<file path="config.mk">
export PLATFORM = sky130hd
export DESIGN_NAME = reg_file_sb
export DESIGN_NICKNAME = d
export VERILOG_FILES = /design/src/rtl/reg_file_sb.sv
export SDC_FILE = /design/constraint.sdc
export NUM_CORES = 2
export LEC_CHECK = 0
export ABC_AREA = 0
export BUFFER_PORTS_ARGS = -buffer_cell sky130_fd_sc_hd__buf_2
export CORE_MARGIN = 2
export CORE_UTILIZATION = 55
export CTS_CLUSTER_DIAMETER = 40
export DETAILED_ROUTE_END_ITERATION = 10
export GPL_ROUTABILITY_DRIVEN = 0
export PLACE_DENSITY = 0.73
export SLEW_MARGIN = 20
export SYNTH_ARGS = -nofsm -noshare
export SYNTH_HDL_FRONTEND = slang
export SYNTH_SLANG_ARGS = --single-unit
</file>
<file path="constraint.sdc">
create_clock -name clk -period 56.1 [get_ports clk]
set_input_delay 8.415 -clock clk [delete_from_list [all_inputs] [get_ports clk]]
set_output_delay 8.415 -clock clk [all_outputs]
set_load 0.1 [all_outputs]
</file>
<file path="src/rtl/reg_file_sb.sv">
`default_nettype none
// ============================================================================
// reg_file_sb : integer register file with write-to-read bypass and a
//               busy-bit scoreboard for long-latency writers
// Revision    : 1.0
// ============================================================================
module reg_file_sb #(
  parameter int NUM_REGS = 32,
  parameter int DATA_W   = 32,
  parameter bit BYPASS   = 1'b1,
  localparam int AW      = $clog2(NUM_REGS)
) (
  input  logic              clk,
  input  logic              rst,
  input  logic [DATA_W+AW:0] wb_in,
  input  logic [AW-1:0]     rs1_addr,
  input  logic [AW-1:0]     rs2_addr,
  input  logic              rs1_used,
  input  logic              rs2_used,
  input  logic              sb_set,
  input  logic [AW-1:0]     sb_rd,
  input  logic              flush,
  output logic [DATA_W-1:0] rs1_data,
  output logic [DATA_W-1:0] rs2_data,
  output logic              stall,
  output logic [AW:0]       busy_cnt
);

  logic [DATA_W-1:0] wb_data_w;
  logic [AW-1:0]     wb_rd_w;
  logic              wb_en_w;
  logic              wr_w;

  assign {wb_data_w, wb_rd_w, wb_en_w} = wb_in;
  assign wr_w = wb_en_w && (wb_rd_w != '0);

  logic [DATA_W-1:0] regs_q [NUM_REGS];

  always_ff @(posedge clk or posedge rst) begin
    if (rst) begin
      for (int i = 0; i < NUM_REGS; i++) regs_q[i] <= '0;
    end else if (wr_w) begin
      regs_q[wb_rd_w] <= wb_data_w;
    end
  end

  logic byp1_w;
  logic byp2_w;

  assign byp1_w = BYPASS && wr_w && (wb_rd_w == rs1_addr);
  assign byp2_w = BYPASS && wr_w && (wb_rd_w == rs2_addr);

  // Reset also masks the bypass path so the ports read zero while rst is high.
  assign rs1_data = (rst || rs1_addr == '0) ? '0 : (byp1_w ? wb_data_w : regs_q[rs1_addr]);
  assign rs2_data = (rst || rs2_addr == '0) ? '0 : (byp2_w ? wb_data_w : regs_q[rs2_addr]);

  logic [NUM_REGS-1:0] busy_q;
  logic [NUM_REGS-1:0] busy_d;
  logic [AW:0]         busy_cnt_q;
  logic [AW:0]         busy_cnt_d;

  // A new producer's set is applied after the retiring writer's clear so it wins.
  always_comb begin
    busy_d     = busy_q;
    busy_cnt_d = '0;
    if (flush) begin
      busy_d = '0;
    end else begin
      if (wr_w) busy_d[wb_rd_w] = 1'b0;
      if (sb_set && (sb_rd != '0)) busy_d[sb_rd] = 1'b1;
    end
    busy_d[0] = 1'b0;
    for (int i = 0; i < NUM_REGS; i++) begin
      busy_cnt_d = busy_cnt_d + (AW+1)'(busy_d[i]);
    end
  end

  always_ff @(posedge clk or posedge rst) begin
    if (rst) begin
      busy_q     <= '0;
      busy_cnt_q <= '0;
    end else begin
      busy_q     <= busy_d;
      busy_cnt_q <= busy_cnt_d;
    end
  end

  logic hz1_w;
  logic hz2_w;

  assign hz1_w = rs1_used && (rs1_addr != '0) && busy_q[rs1_addr] && !byp1_w;
  assign hz2_w = rs2_used && (rs2_addr != '0) && busy_q[rs2_addr] && !byp2_w;

  assign stall    = hz1_w | hz2_w;
  assign busy_cnt = busy_cnt_q;

endmodule
`default_nettype wire
</file>
==> results.yml <==
clock_network:
  cts_sinks: 1061
  cts_resized: 0
  htreeDepth: 4
  post-cts-setup-buffer-count: 0
  cts_buffers: 153
  clk_latency_ps: 750
  cts_tree: "built"
  cts_buffer_depth: 3
  clkTransAtPathRegs_ps: 60
  cts_root_buf: "clkbuf_16"
  hold_buffers: 0
timing:
  period_needed_ps: 21680
  hold_viol_final: 0
  timing.final.ws_setup_ps: 34420
  rsz0062_at_grt: "false"
  period_share: 0.387
  relSlewSlack: 0.289
  finalSetupViolations: 0
  fmax_mhz: 46.1
  fin_skew_ps: 18.7
  slew_viol_final: 0
  worstMarginPinSlew_ps: 1070
  fin_tns_setup_ps: 0
setup_path:
  worst-path-max-fanout: 60
  cp-start-kind: "input pin"
  cp-end-kind: "output port"
  critPathKind: "input pin to output port"
  cp.required_ps: 47690
  crit_arrival_ps: 13270
floorplanning:
  ioPinCount: 130
  num_rows: 118
  die_area_um2: 108000
  fp.dieH_um: 328
  die_w_um: 328
  fp.coreArea_um2: 104000
  start_util: 0.556
power_and_ir_drop:
  max-vdd-ir-drop_v: 0.0000210
  power.leakage_nw: 28.0
  power_density_nw_per_um2: 38.4
finish:
  layout-drive-gt1-share: 0.500
  area_growth_pct: 11.8
  num-fill-cells: 7537
  final_area_um2: 64500
  nets: 3998
detailed_routing:
  routedWlPerCell_um: 33.5
  drtIter0Drc: 4864
  postRouteAntennaNets: 0
  first_pass_iters: 6
  drc: 0
  via_per_inst: 7.15
  vias: 38766
  wl_um: 182000
logic_synthesis:
  synth_area_um2: 57700
  async_flop_share: 1.00
  ys.flop_type: "dfrtp_1"
  synth_seq_cells: 1061
  seq_area_frac_synth: 0.460
  syn_avg_cell_area_um2: 14.5
  syn_inst: 3980
  synth_edf_count: 0
  yosysWarnings: 0
  syn_nets: 4069
  synth_cell_type_count: 61
global_route:
  global_route.usage.met2: 0.497
  overflow: 0
  globalRouteMet1Util: 0.482
  grt_pass1_wl_um: 267000
  grt_max_degree: 175
  gr-max-usage-layer: "met2"
  grt.total_usage: 0.341
  antenna_found_initial: 11
  use_met3: 0.101
  first_global_vias: 39022
placed_design:
  dp_hpwl_um: 98400
  pre_cts_slack_ps: 34330
  io_buffers: 129
  dpl-instance-area_um2: 59200
job:
  maxCapViolCount: 0
worst_hold_path:
  hold_class: "flop to flop"
status:
  outcome: "finished, final reports clean"
Yosys cell counts (all sizes together) (19+ instances only):
master	count	share of area
a211oi	22	0.0029
a22oi	28	0.0036
buf	162	0.015
a32o	31	0.0054
clkbuf	283	0.018
o22ai	71	0.0077
nand3	19	0.0016
mux2	1017	0.20
a221oi	19	0.0029
mux4	495	0.19
inv	37	0.0024
mux2i	155	0.027
nor2	118	0.0077
fa	23	0.0080
a21oi	49	0.0042
or2	37	0.0040
dfrtp	1061	0.46
nand2	87	0.0057
o21ai	58	0.0050
nor2b	34	0.0037
logic make-up after synthesis:
kind of cell | count (synthesis) | share of synthesized area
AO/OA/AOI/OAI | 374 | 0.0454
multiplexers | 1667 | 0.418
AND/OR/NAND/NOR | 353 | 0.0292
buffers and inverters | 482 | 0.0354
adder cells (fa/ha/maj) | 30 | 0.00950
XOR/XNOR | 13 | 0.00197
flip-flops | 1061 | 0.460
worst max-delay path, cell delays in order:
cell and delay, ps:
buf_8 520, buf_4 720, buf_4 750, buf_4 760, mux4_2 600, mux4_2 480, or2_0 220, a32o_1 330
buf_2 330
metrics by stage:
step / instances / total power [mW] / utilization / hold slack [ps]
after detailed placement: 5133 / 1.49 / 0.570 / 383
after CTS: 5415 / 2.48 / 0.622 / 396
after global placement: 5131 / 1.47 / 0.570 / 376
after global routing: 5418 / 2.56 / 0.622 / 408
final: 5420 / 2.48 / 0.622 / 397
after floorplan: 3980 / 1.38 / - / 441
sequential cells by signal, summed over array words and instances, names as in the netlist:
register / count
busy_cnt: 6
busy_q: 31
regs_q: 1024
power breakdown:
part	leakage, nW	internal (mW)	switching [mW]
combinational	11.8	0.260	0.211
sequential	13.6	0.907	0.106
clock	2.56	0.611	0.381
layout make-up:
class	instances	area, µm²	area share
repair buffers	219	1450	0.0224
diodes	4	10.0	0.000155
multi-input cells	2437	29300	0.455
inverters	37	148	0.00229
clock inverters	91	1050	0.0163
flip-flops and latches	1061	26600	0.411
well taps	1380	1730	0.0268
clock buffers	191	4260	0.0660
path summary, 6_finish.rpt:
check                           slack (ps)  cells past startpoint            to    startpoint
max in group asynchronous            44260                      7   regs_q[810]           rst
worst min register to register         400                      0  regs_q[1017]  regs_q[1017]
min in group asynchronous             7970                      2    regs_q[30]           rst
worst min-delay path                   400                      0  regs_q[1017]  regs_q[1017]
worst max-delay path                 34420                      9   rs1_data[1]   rs1_addr[0]
worst max register to register       50530                     18   busy_cnt[4]    busy_q[24]
layout by cell type (no fill, tap or decap), types with 17 or more instances in the layout:
cell	count
a211oi_1	22
a21oi_1	48
a221oi_1	19
a22oi_1	28
a31oi_1	17
a32o_1	31
buf_2	121
buf_4	87
clkbuf_16	159
clkinvlp_4	19
dfrtp_1	1061
fa_1	23
inv_1	34
inv_6	21
mux2_1	30
mux2_2	987
mux2i_1	155
mux4_2	495
nand2_1	73
nand3_1	17
nor2_1	98
nor2_4	17
nor2b_1	33
o21ai_0	54
o22ai_1	71
or2_0	31
metal layers:
layer | vias up | routed length [µm]
met1 | 20769 | 71500
met3 | 463 | 20900
li1 | 15191 | -
met4 | 8 | 7750
met5 | - | 84
met2 | 2335 | 81300
(Power assumes the default switching activity.)
